[src/rtl/result_drain.sv]
// rtl/result_drain.sv - drains a block of result BRAM as a lane-serialized valid/ready stream
//
// Ports:
//   clk, rstn                 clock, asynchronous active-low reset
//   start, base_addr, count   drain request, base and count captured in IDLE
//   busy, done                drain in progress, one-cycle completion pulse
//   bram_en, bram_addr        result BRAM read port (registered)
//   bram_rdata                BRAM read data, valid the cycle after bram_en
//   m_data, m_valid, m_ready  lane stream toward the host
//   m_last                    final lane of the final word
module result_drain #(
    parameter int PE_COUNT   = 4,
    parameter int DATA_WIDTH = 32,
    parameter int BRAM_DEPTH = 1024,
    parameter int ADDR_WIDTH = $clog2(BRAM_DEPTH)
) (
    input  logic                           clk,
    input  logic                           rstn,
    input  logic                           start,
    input  logic [ADDR_WIDTH-1:0]          base_addr,
    input  logic [ADDR_WIDTH:0]            count,
    output logic                           busy,
    output logic                           done,
    output logic                           bram_en,
    output logic [ADDR_WIDTH-1:0]          bram_addr,
    input  logic [PE_COUNT*DATA_WIDTH-1:0] bram_rdata,
    output logic [DATA_WIDTH-1:0]          m_data,
    output logic                           m_valid,
    input  logic                           m_ready,
    output logic                           m_last
);

    localparam int LANE_W = (PE_COUNT > 1) ? $clog2(PE_COUNT) : 1;
    localparam int WORD_W = PE_COUNT * DATA_WIDTH;
    localparam logic [LANE_W-1:0]     LAST_LANE = LANE_W'(PE_COUNT - 1);
    localparam logic [ADDR_WIDTH:0]   DEPTH_CNT = (ADDR_WIDTH + 1)'(BRAM_DEPTH);
    localparam logic [ADDR_WIDTH-1:0] TOP_ADDR  = ADDR_WIDTH'(BRAM_DEPTH - 1);

    typedef enum logic [1:0] {
        S_IDLE,
        S_RUN,
        S_DONE
    } state_t;

    state_t                 state;
    logic [ADDR_WIDTH-1:0]  rd_addr;      // next address to issue
    logic [ADDR_WIDTH:0]    reads_left;   // reads not yet issued
    logic [ADDR_WIDTH:0]    words_left;   // words not yet popped (head included)
    logic                   rd_valid;     // bram_rdata holds a requested word this cycle

    logic [WORD_W-1:0]      mem [2];
    logic                   wr_ptr;
    logic                   rd_ptr;
    logic [1:0]             fifo_cnt;
    logic [LANE_W-1:0]      lane;

    logic                   hs;
    logic                   pop;
    logic                   push;
    logic [1:0]             fifo_cnt_n;
    logic [1:0]             fifo_after_pop;
    logic                   rd_ptr_n;
    logic [LANE_W-1:0]      lane_n;
    logic [ADDR_WIDTH:0]    words_left_n;
    logic [WORD_W-1:0]      head_n;
    logic [DATA_WIDTH-1:0]  data_n;
    logic [2:0]             occ;
    logic                   issue;
    logic [ADDR_WIDTH:0]    cnt_c;

    function automatic logic [ADDR_WIDTH-1:0] next_addr(input logic [ADDR_WIDTH-1:0] a);
        return (a == TOP_ADDR) ? '0 : a + 1'b1;
    endfunction

    always_comb begin
        hs             = m_valid && m_ready;
        pop            = hs && (lane == LAST_LANE);
        push           = rd_valid;
        fifo_after_pop = fifo_cnt - {1'b0, pop};
        fifo_cnt_n     = fifo_after_pop + {1'b0, push};
        rd_ptr_n       = rd_ptr ^ pop;
        words_left_n   = words_left - (ADDR_WIDTH + 1)'(pop);

        lane_n = lane;
        if (pop) begin
            lane_n = '0;
        end else if (hs) begin
            lane_n = lane + 1'b1;
        end

        // The next head is the word arriving now only when nothing else is left queued.
        if (push && (fifo_after_pop == 2'd0)) begin
            head_n = bram_rdata;
        end else begin
            head_n = mem[rd_ptr_n];
        end

        data_n = '0;
        for (int i = 0; i < PE_COUNT; i++) begin
            if (lane_n == LANE_W'(i)) begin
                data_n = head_n[i*DATA_WIDTH +: DATA_WIDTH];
            end
        end

        // Buffered + arriving + currently requested words, with a word popped now counted as free.
        occ   = {1'b0, fifo_cnt} + {2'b0, rd_valid} + {2'b0, bram_en} - {2'b0, pop};
        issue = (state == S_RUN) && (reads_left != '0) && (occ < 3'd2);

        cnt_c = (count > DEPTH_CNT) ? DEPTH_CNT : count;
    end

    always_ff @(posedge clk or negedge rstn) begin
        if (!rstn) begin
            state      <= S_IDLE;
            rd_addr    <= '0;
            reads_left <= '0;
            words_left <= '0;
            rd_valid   <= 1'b0;
            mem[0]     <= '0;
            mem[1]     <= '0;
            wr_ptr     <= 1'b0;
            rd_ptr     <= 1'b0;
            fifo_cnt   <= '0;
            lane       <= '0;
            busy       <= 1'b0;
            done       <= 1'b0;
            bram_en    <= 1'b0;
            bram_addr  <= '0;
            m_data     <= '0;
            m_valid    <= 1'b0;
            m_last     <= 1'b0;
        end else begin
            rd_valid <= bram_en;

            if (push) begin
                mem[wr_ptr] <= bram_rdata;
                wr_ptr      <= ~wr_ptr;
            end
            rd_ptr     <= rd_ptr_n;
            fifo_cnt   <= fifo_cnt_n;
            lane       <= lane_n;
            words_left <= words_left_n;

            m_valid <= (fifo_cnt_n != 2'd0);
            m_data  <= data_n;
            m_last  <= (fifo_cnt_n != 2'd0) && (lane_n == LAST_LANE)
                       && (words_left_n == (ADDR_WIDTH + 1)'(1));

            case (state)
                S_IDLE: begin
                    bram_en <= 1'b0;
                    done    <= 1'b0;
                    if (start) begin
                        busy <= 1'b1;
                        if (cnt_c == '0) begin
                            state <= S_DONE;
                            done  <= 1'b1;
                        end else begin
                            // First read goes out immediately so data lands two edges later.
                            state      <= S_RUN;
                            bram_en    <= 1'b1;
                            bram_addr  <= base_addr;
                            rd_addr    <= next_addr(base_addr);
                            reads_left <= cnt_c - 1'b1;
                            words_left <= cnt_c;
                        end
                    end
                end
                S_RUN: begin
                    bram_en <= issue;
                    if (issue) begin
                        bram_addr  <= rd_addr;
                        rd_addr    <= next_addr(rd_addr);
                        reads_left <= reads_left - 1'b1;
                    end
                    if (hs && m_last) begin
                        state <= S_DONE;
                        done  <= 1'b1;
                    end
                end
                S_DONE: begin
                    state   <= S_IDLE;
                    busy    <= 1'b0;
                    done    <= 1'b0;
                    bram_en <= 1'b0;
                end
                default: begin
                    state   <= S_IDLE;
                    busy    <= 1'b0;
                    done    <= 1'b0;
                    bram_en <= 1'b0;
                end
            endcase
        end
    end

endmodule

[config.mk]
export PLATFORM = sky130hd
export DESIGN_NAME = result_drain
export DESIGN_NICKNAME = d
export VERILOG_FILES = /design/src/rtl/result_drain.sv
export SDC_FILE = /design/constraint.sdc
export NUM_CORES = 1
export LEC_CHECK = 0
export ABC_AREA = 1
export BUFFER_PORTS_ARGS = -buffer_cell sky130_fd_sc_hd__buf_2
export CORE_MARGIN = 2
export CORE_UTILIZATION = 48
export CTS_CLUSTER_SIZE = 14
export DETAILED_ROUTE_END_ITERATION = 7
export GPL_TIMING_DRIVEN = 0
export PLACE_DENSITY_LB_ADDON = 0.2
export RECOVER_POWER = 50
export SYNTH_ARGS = -nofsm -noshare
export SYNTH_HDL_FRONTEND = slang
export SYNTH_SLANG_ARGS = --single-unit
[constraint.sdc]
create_clock -name clk -period 2.8 [get_ports clk]
set_input_delay 0.28 -clock clk [delete_from_list [all_inputs] [get_ports clk]]
set_output_delay 0.28 -clock clk [all_outputs]
set_load 0.02 [all_outputs]
After elaboration in Yosys (flattened, before gate mapping). Cells that the tools add are included.

Register bits: 344. Input port bits: 153. Output and inout port bits: 47. Logic and storage cells: 114.

$add $sub $neg: 11. $lt $le $gt $ge: 5. Eq/ne operators: 12. Multiplexer cells: 44. Bitwise gates (word level): 5. Reduce and logical (&&, ||, !) cells: 19.

Operators by type and width (count): 128-bit two-way mux (5); 256-bit bitwise mux (1); 128-bit demux with 1-bit select (1); 32-bit two-way mux (4); 10-bit two-way mux (8); 11-bit two-way mux (7); 10-bit case mux with 2 select lines (2); 11-bit case mux with 2 select lines (1); 11-bit by 1-bit subtractor with 11-bit output (second input constant) (2); 10-bit by 1-bit adder with 10-bit output (second input constant) (2); 10-bit == test (second input constant) (2); 11-bit by 1-bit == test with 1-bit output (second input constant) (1); 11-bit > comparator (second input constant) (1); 11-bit zero test (1); 11-bit nonzero test (1); 11-bit by 1-bit subtractor with 11-bit output (1); 2-bit two-way mux (5); 1-bit logical AND (9); 2-bit == test (second input constant) (3); 2-bit zero test (3); 1-bit two-way mux (6); 2-bit != test (second input constant) (3); 1-bit case mux with 2 select lines (3); 2-bit by 1-bit == test with 1-bit output (second input constant) (2); 17 further kinds (22).

Logic depth before layout (Yosys ltp). Gate-level depths: netlist of run 1.

Depth in word-level cells: 12. Mapped depth: 15. Depth with buffers taken out: 14.

Worst setup path after synthesis of run 1. Ideal clock, no wire load.

Path type: register to register. Start point: reg lane[0]. End point: reg bram_addr[0]. Library setup time: 123 ps. Data arrival time: 2458 ps. Required time: 2677 ps. Path slack: 218 ps. Cell stages (with the launch flop): 16. Buffers on the path: 1. Period minus slack after synthesis: 2582 ps. Path through: dfrtp_1 -> ha_1 -> inv_2 -> nor2_2 -> ha_1 -> inv_2 -> ha_1 -> a21o_1 -> fa_1 -> xor2_1 -> nand3_1 -> nand2_4 -> inv_2 -> buf_6 -> nand2_1 -> o21ai_1.

Cells in the longest elaborated chain, start to end: 7.

Ends and longest elaborated chain: start: declaration (line 55) `logic [LANE_W-1:0] lane;`; start signal: assignment (line 141) `lane <= lane_n;`; 2-bit == test (line 77) `pop = hs && (lane == LAST_LANE);`; 1-bit logical AND (line 77); 3-bit by 1-bit subtractor with 3-bit output (line 106) `occ = {1'b0, fifo_cnt} + {2'b0, rd_valid} + {2'b0, bram_en} - {2'b0, pop};`; 3-bit by 2-bit < comparator with 1-bit output (line 107) `issue = (state == S_RUN) && (reads_left != '0) && (occ < 3'd2);`; 1-bit logical AND (line 107); 2-bit != test (no line); 4-bit AND reduction (no line); end signal: assignment (line 162) `bram_addr <= base_addr;`; end signal: assignment (line 172) `bram_addr <= rd_addr;`; end: declaration (line 25) `output logic [ADDR_WIDTH-1:0] bram_addr,`.

Every way passes these cells. A chain may end at the register's enable or synchronous reset.

Final worst setup path of run 1.
Start point: reg lane[0]. End point: reg m_data[0].

Cells in the longest elaborated chain, start to end: 12. Elaborated cells on any way between the ends: 22. Those cells by class: add/sub: 2; eq/ne: 4; mux: 10; bitwise: 2; reduce/logical: 4.

Ends and longest elaborated chain: 2-bit == test (line 77); 1-bit logical AND (line 77); 1-bit bitwise XOR (line 81) `rd_ptr_n = rd_ptr ^ pop;`; 1-bit NOT with 2-bit output (implied by the code) (line 95) `head_n = mem[rd_ptr_n];`; 128-bit two-way mux (implied by the code) (3 in a row) (line 95); 128-bit two-way mux (line 92) `if (push && (fifo_after_pop == 2'd0)) begin`; 32-bit two-way mux (3 in a row) (line 100) `if (lane_n == LANE_W'(i)) begin`; 32-bit two-way mux * (line 100); named net data_n[0] (line 66) `logic [DATA_WIDTH-1:0] data_n;`; end signal: assignment (line 145) `m_data <= data_n;`; end: declaration (line 27) `output logic [DATA_WIDTH-1:0] m_data,`.

Mark *: on every way through the listed nets, which the timed path passes. The rest lies on a longest branch. The select of a mux whose other input is x is not followed.

==> results of run 1 <==
critical path, stage by stage, from the launching register on:
cell     delay (ns)
dfrtp_1        0.39
ha_2           0.19
inv_2          0.08
nor2_4         0.05
ha_4           0.14
inv_1          0.13
ha_4           0.24
nor3_4         0.29
buf_6          0.18
buf_6          0.15
buf_8          0.16
buf_8          0.17
a21oi_1        0.07
o21ai_0        0.10
nand4_1        0.19
flip-flops by register name, summed over array words and instances (netlist names), 2 cells and up:
name,cells
lane,2
words_left,11
reads_left,11
state,2
bram_addr,10
m_data,32
fifo_cnt,2
mem,256
rd_addr,10
synthesized netlist by cell type, types with 4 or more instances:
cell type / number
nand2_1: 773
o21ai_0: 368
dfrtp_1: 344
inv_1: 172
a21oi_1: 134
clkbuf_1: 66
o21ai_1: 53
buf_2: 51
nor2_1: 44
nand4_1: 39
nand3_1: 31
a31oi_1: 15
xor2_1: 14
ha_1: 10
buf_1: 8
buf_4: 8
buf_6: 6
nand2_2: 6
nor3_1: 6
or2_1: 6
inv_2: 5
nor4_1: 4
xnor2_1: 4
layout make-up:
cell class,instances,area (µm²),share of cell area (%)
flip-flops and latches,344,8610,42.8
clock buffers,59,1190,5.93
repair buffers,215,1160,5.77
clock inverters,13,136,0.678
multi-input cells,1532,7030,35.0
plain buffers,138,733,3.65
inverters,179,679,3.38
well taps,455,569,2.83
logic make-up after synthesis:
kind of cell,Yosys count,synth area share [%]
AND/OR/NAND/NOR,924,22.0
AO/OA/AOI/OAI,579,17.4
flip-flops,344,50.8
buffers and inverters,318,7.90
XOR/XNOR,18,0.931
adder cells (fa/ha/maj),11,0.857
placed cells by master (no fill, tap or decap), types with 12 or more instances in the layout:
cell type	instances
nand2_1	773
o21ai_0	367
inv_1	173
clkbuf_16	41
nand4_1	39
xor2_1	14
clkbuf_1	115
a31oi_1	15
nand3_1	30
clkbuf_8	12
buf_2	194
o21ai_1	53
dfrtp_1	344
nor2_1	43
a21oi_1	134
routing by layer:
layer / track usage [%] / wire (µm)
met2: 47.2 / 25000
met1: 40.7 / 23000
met3: 4.92 / 4640
met5: 0 / 0
met4: 12.0 / 1850
where the power goes:
group / internal, µW / leakage (µW) / switching (µW) / total (µW)
Clock: 3140 / 0.000664 / 2150 / 5290
Combinational: 4150 / 0.00550 / 8450 / 12600
Sequential: 7490 / 0.00422 / 1300 / 8780
repair_timing:
| item | in CTS | in global routing |
|---|---|---|
| setup endpoints to repair | 39 | 63 |
| hold buffers | 3 | 0 |
| pin swaps | 2 | 7 |
| gates resized for setup | 11 | 34 |
| endpoints found under the hold margin | 62 | 0 |
| gates cloned | 0 | 1 |
| setup buffers | 4 | 5 |
stage by stage:
step	utilization [%]	std cells	instance area, µm²	power (µW)
3_5_place_dp	53.7	2851	18600	20800
2_1_floorplan	-	2194	16900	16800
5_1_grt	58.1	2935	20100	28700
6_report	58.1	2935	20100	26700
4_1_cts	57.9	2930	20000	26300
3_3_place_gp	53.4	2848	18500	20400
worst max-delay path by stage:
stage | startpoint | to | slack [ns]
global placement | rstn | mem[250] | -5.35
floorplan | lane[0] | bram_addr[0] | 0.22
CTS | lane[0] | bram_addr[0] | 0.009
detailed placement | lane[0] | m_data[18] | -0.33
finish | lane[0] | m_data[0] | 0.08
global route | lane[0] | bram_addr[0] | 0.01
==> flow_metrics.tcl, run 1 <==
set metrics [dict create \
    cts_made_buffers 39 \
    status "finished, violations left" \
    path_max_fanout 10 \
    fin_crit_sh_pct 97.2 \
    vias 16200 \
    rows 68 \
    slew_viol_final 61 \
    end_kind "flip-flop" \
    p_leak_uw 0.0104 \
    finalCriticalPeriod_ns 2.72 \
    die_area_um2 36800 \
    totalWireLength_um 54500 \
    hp-class "in -> reg" \
    yosysSeqAreaShare_pct 50.8 \
    wl_per_cell_um 18.6 \
    die_h_um 192 \
    async_flop_share_pct 100 \
    violations "capacitance limit, slew limit" \
    clk_latency_ns 0.57 \
    startpoint_type "flip-flop" \
    setup_ws_ns 0.0790 \
    synth_top_area_share_pct 50.8 \
    cts_tree "built" \
    synth_seq_cells 344 \
    viasPerCell 5.51 \
    reg2reg_slack_ns 0.08 \
    arrival_ns 3.10 \
    avgSynthCellArea_um2 7.72 \
    die-width_um 192 \
    port-buffer-count 199 \
    drtIter0Drc 1487 \
    clockRootBuffer "clkbuf_16" \
    holdPathEnd "mem[14]" \
    gp_congestion 0.882 \
    clock_skew_ns 0.0243 \
    hold_start "bram_rdata[14]" \
    maxSlewHeadroom_pct -15.1 \
    firstDrtPassIters 6 \
    synth_cell_types 42 \
    whs_ns 0.0103 \
    netlist.top_cell.by_area "dfrtp_1" \
    grt_max_degree 117 \
    synth_area_um2 16900 \
    synth_nets 2358 \
    tns_ns 0 \
    clk_pin_slew_ns 0.06 \
    hold_viol 0 \
    cp_data_required_time_ns 3.18 \
    grt_pass1_wl_um 84300 \
    path_class "reg -> reg" \
    gr-total-overflow 0 \
    rr_endpoint "m_data[0]" \
    synth_area_leaders "dfrtp_1 51%, nand2_1 17%, o21ai_0 11%, a21oi_1 4.0%, inv_1 3.8%" \
    rr_worst_depth 14 \
    power.density_nw_per_um2 1330 \
    antenna_found_initial 1 \
    hold_path_depth 3 \
    syn_inst 2194 \
    yosys_warnings 0 \
    htreeDepth 2 \
    rsz0062_at_grt "no" \
    syn_to_final_growth_pct 18.8 \
    worstMarginPinSlew_ns 1.73 \
    pin_count 200 \
    start_util_pct 48.9 \
    clk_path_buf_depth 3 \
    drc 0 \
    post-dp-hpwl_um 38800 \
    nFillCells 3265 \
    synthFlopType "dfrtp_1" \
    grt_use_total_pct 29.8 \
    place_ws_ns -0.326 \
    cap_viol_max_count 1 \
    grt_pass1_vias 15300 \
    ant_nets 0 \
    irDropWorstVdd_mv 0.615 \
    fin_nets 2613 \
    antenna_cells 0 \
    core_um2 34600 \
    drive_above_1_share_pct 13.3 \
    max_freq_mhz 368 \
    cts_sinks 344 \
    setup_viol 0 \
    r2r_start "lane[0]" \
    synth-edff-count 0 \
]
(Power assumes the default switching activity.)
==> run 2: changes to the inputs <==
CORE_ASPECT_RATIO = 0.5   (was default)
CORE_UTILIZATION = 40   (was 48)
==> flow_metrics.tcl, run 2 (synthesized netlist as in run 1, its figures left out) <==
set metrics [dict create \
    hp-class "in -> reg" \
    antenna_cells 0 \
    firstDrtPassIters 5 \
    clock_skew_ns 0.0346 \
    final_common_cell "nand2_1" \
    port-buffer-count 199 \
    cp_slowest_stage_delay_ns 0.39 \
    viasPerCell 5.22 \
    grt_pass1_vias 14900 \
    path_class "reg -> reg" \
    rr_worst_depth 14 \
    pin_count 200 \
    cap_viol_max_count 0 \
    crit_cells 14 \
    crit_family "buffers and inverters" \
    grt_use_total_pct 25.2 \
    power_frac_seq_pct 32.7 \
    ant_nets 0 \
    clk_path_buf_depth 3 \
    rsz0062_at_grt "yes" \
    path_max_fanout 10 \
    slew_viol_final 0 \
    maxSlewHeadroom_pct 19.2 \
    drive_above_1_share_pct 15.9 \
    start_util_pct 40.5 \
    gr-total-overflow 0 \
    place_area_um2 18700 \
    power.density_nw_per_um2 1320 \
    fin_crit_sh_pct 98.6 \
    fin_nets 2611 \
    die_h_um 149 \
    top_register "mem" \
    grt_max_degree 113 \
    p_clk_share_pct 18.2 \
    drtIter0Drc 1566 \
    rows 53 \
    antenna_found_initial 1 \
    setup_ws_ns 0.0378 \
    cp.buffers_inverters 6 \
    die_area_um2 44100 \
    stdcell_area_um2 20300 \
    setup_viol 0 \
    cpMaxStageDelayCell "dfrtp_1" \
    syn_to_final_growth_pct 19.9 \
    worst_path_most_repeated_cell "buf_6" \
    post-dp-hpwl_um 40000 \
    gp_congestion 0.880 \
    htreeDepth 2 \
    end_kind "flip-flop" \
    irDropWorstVdd_mv 0.559 \
    dp.cells 2973 \
    worstMarginPinSlew_ns 1.21 \
    layout.cells.non_filler 3051 \
    hold_path_depth 3 \
    largest_reg_flops 256 \
    totalWireLength_um 55400 \
    cts_sinks 344 \
    drc 0 \
    place_ws_ns -0.636 \
    crit_chain "ha_2 -> inv_2 -> nor2_4 -> ha_4 -> inv_2 -> ha_4 -> nor3_4 -> buf_6 -> buf_6 -> buf_8 -> buf_6 -> a21oi_1 -> o21ai_1 -> nand4_1" \
    combPwrFrac_pct 49.1 \
    clk_latency_ns 0.55 \
    clk_pin_slew_ns 0.07 \
    vias 15900 \
    startpoint_type "flip-flop" \
    clockRootBuffer "clkbuf_16" \
    grt_pass1_wl_um 85500 \
    cp_data_required_time_ns 3.15 \
    cts_tree "built" \
    hold_viol 0 \
    intPower_uw 14700 \
    power_uw 26800 \
    max_freq_mhz 362 \
    final_cell_mix "768 x nand2_1, 354 x o21ai_0, 344 x dfrtp_1, 244 x buf_2, 172 x inv_1" \
    arrival_ns 3.11 \
    p_leak_uw 0.0105 \
    wl_per_cell_um 18.2 \
    swShare_pct 45.0 \
    die-width_um 295 \
    whs_ns 0.0237 \
    core_um2 41800 \
    status "finished clean" \
    finalCriticalPeriod_ns 2.76 \
    switching_power_uw 12000 \
    cts_made_buffers 35 \
    reg_top3 "mem (256), m_data (32)" \
]
## run 2: changes by cell type in the layout (fill, tap and decap cells not counted), sizes merged
cell / before / now
clkinvlp: 0 / 1
dlygate4sd3: 3 / 2
buf: 231 / 282
bufinv: 2 / 1
clkinv: 9 / 8
nand2: 780 / 781
clkbuf: 178 / 122
## run 2: worst paths after layout
check,startpoint,slack (ns),end
max,lane[0],0.04,m_data[28]
min,bram_rdata[44],0.02,mem[172]
max reg2reg,lane[0],0.04,m_data[28]
min reg2reg,bram_en,0.41,push
max in group asynchronous,rstn,0.61,m_data[8]
min in group asynchronous,rstn,0.53,bram_addr[8]
## run 2: power groups by stage
stage / logic [µW] / clock network [µW] / registers, µW
final: 13100 / 4880 / 8750
after CTS: 12400 / 4940 / 8710
after global placement: 12000 / 0 / 8730
after floorplan: 7860 / 0 / 8910
after global routing: 14700 / 5160 / 9040
after detailed placement: 12200 / 0 / 8770
## run 2: per-layer routing
metal  GRT usage, %  up-vias  routed length, µm
met2           40.4      519              25800
met4           8.11        2               1670
met3           4.10       94               3850
met1           35.0     7698              24100
li1               -     7610                  -
met5              0        -                 16
## run 2: stage by stage
stage / TNS [ns] / utilization [%]
finish: 0 / 48.5
global route: -0.317 / 48.5
CTS: -0.0147 / 47.9
detailed placement: -17.42 / 44.8
global placement: -1940.18 / 44.6
floorplan: 0 / -
## run 2: layout make-up
class	instances	area (µm²)
plain buffers	138	726
clock buffers	52	1070
clock inverters	12	113
fillers	4204	21500
inverters	179	684
multi-input cells	1533	7120
flip-flops and latches	344	8610
well taps	577	722
repair buffers	216	1260
## run 2: worst min-delay path, stage by stage
cell and delay (ns):
buf_2 0.09, inv_1 0.07, o21ai_0 0.09
## run 2: timing repair
item,4_1_cts,5_1_grt
buffers inserted,3,5
endpoints found under the setup margin,44,62
gates resized for setup,30,41
gates cloned,0,5
hold buffers,2,0
pin swaps,7,11
hold endpoints to repair,232,0
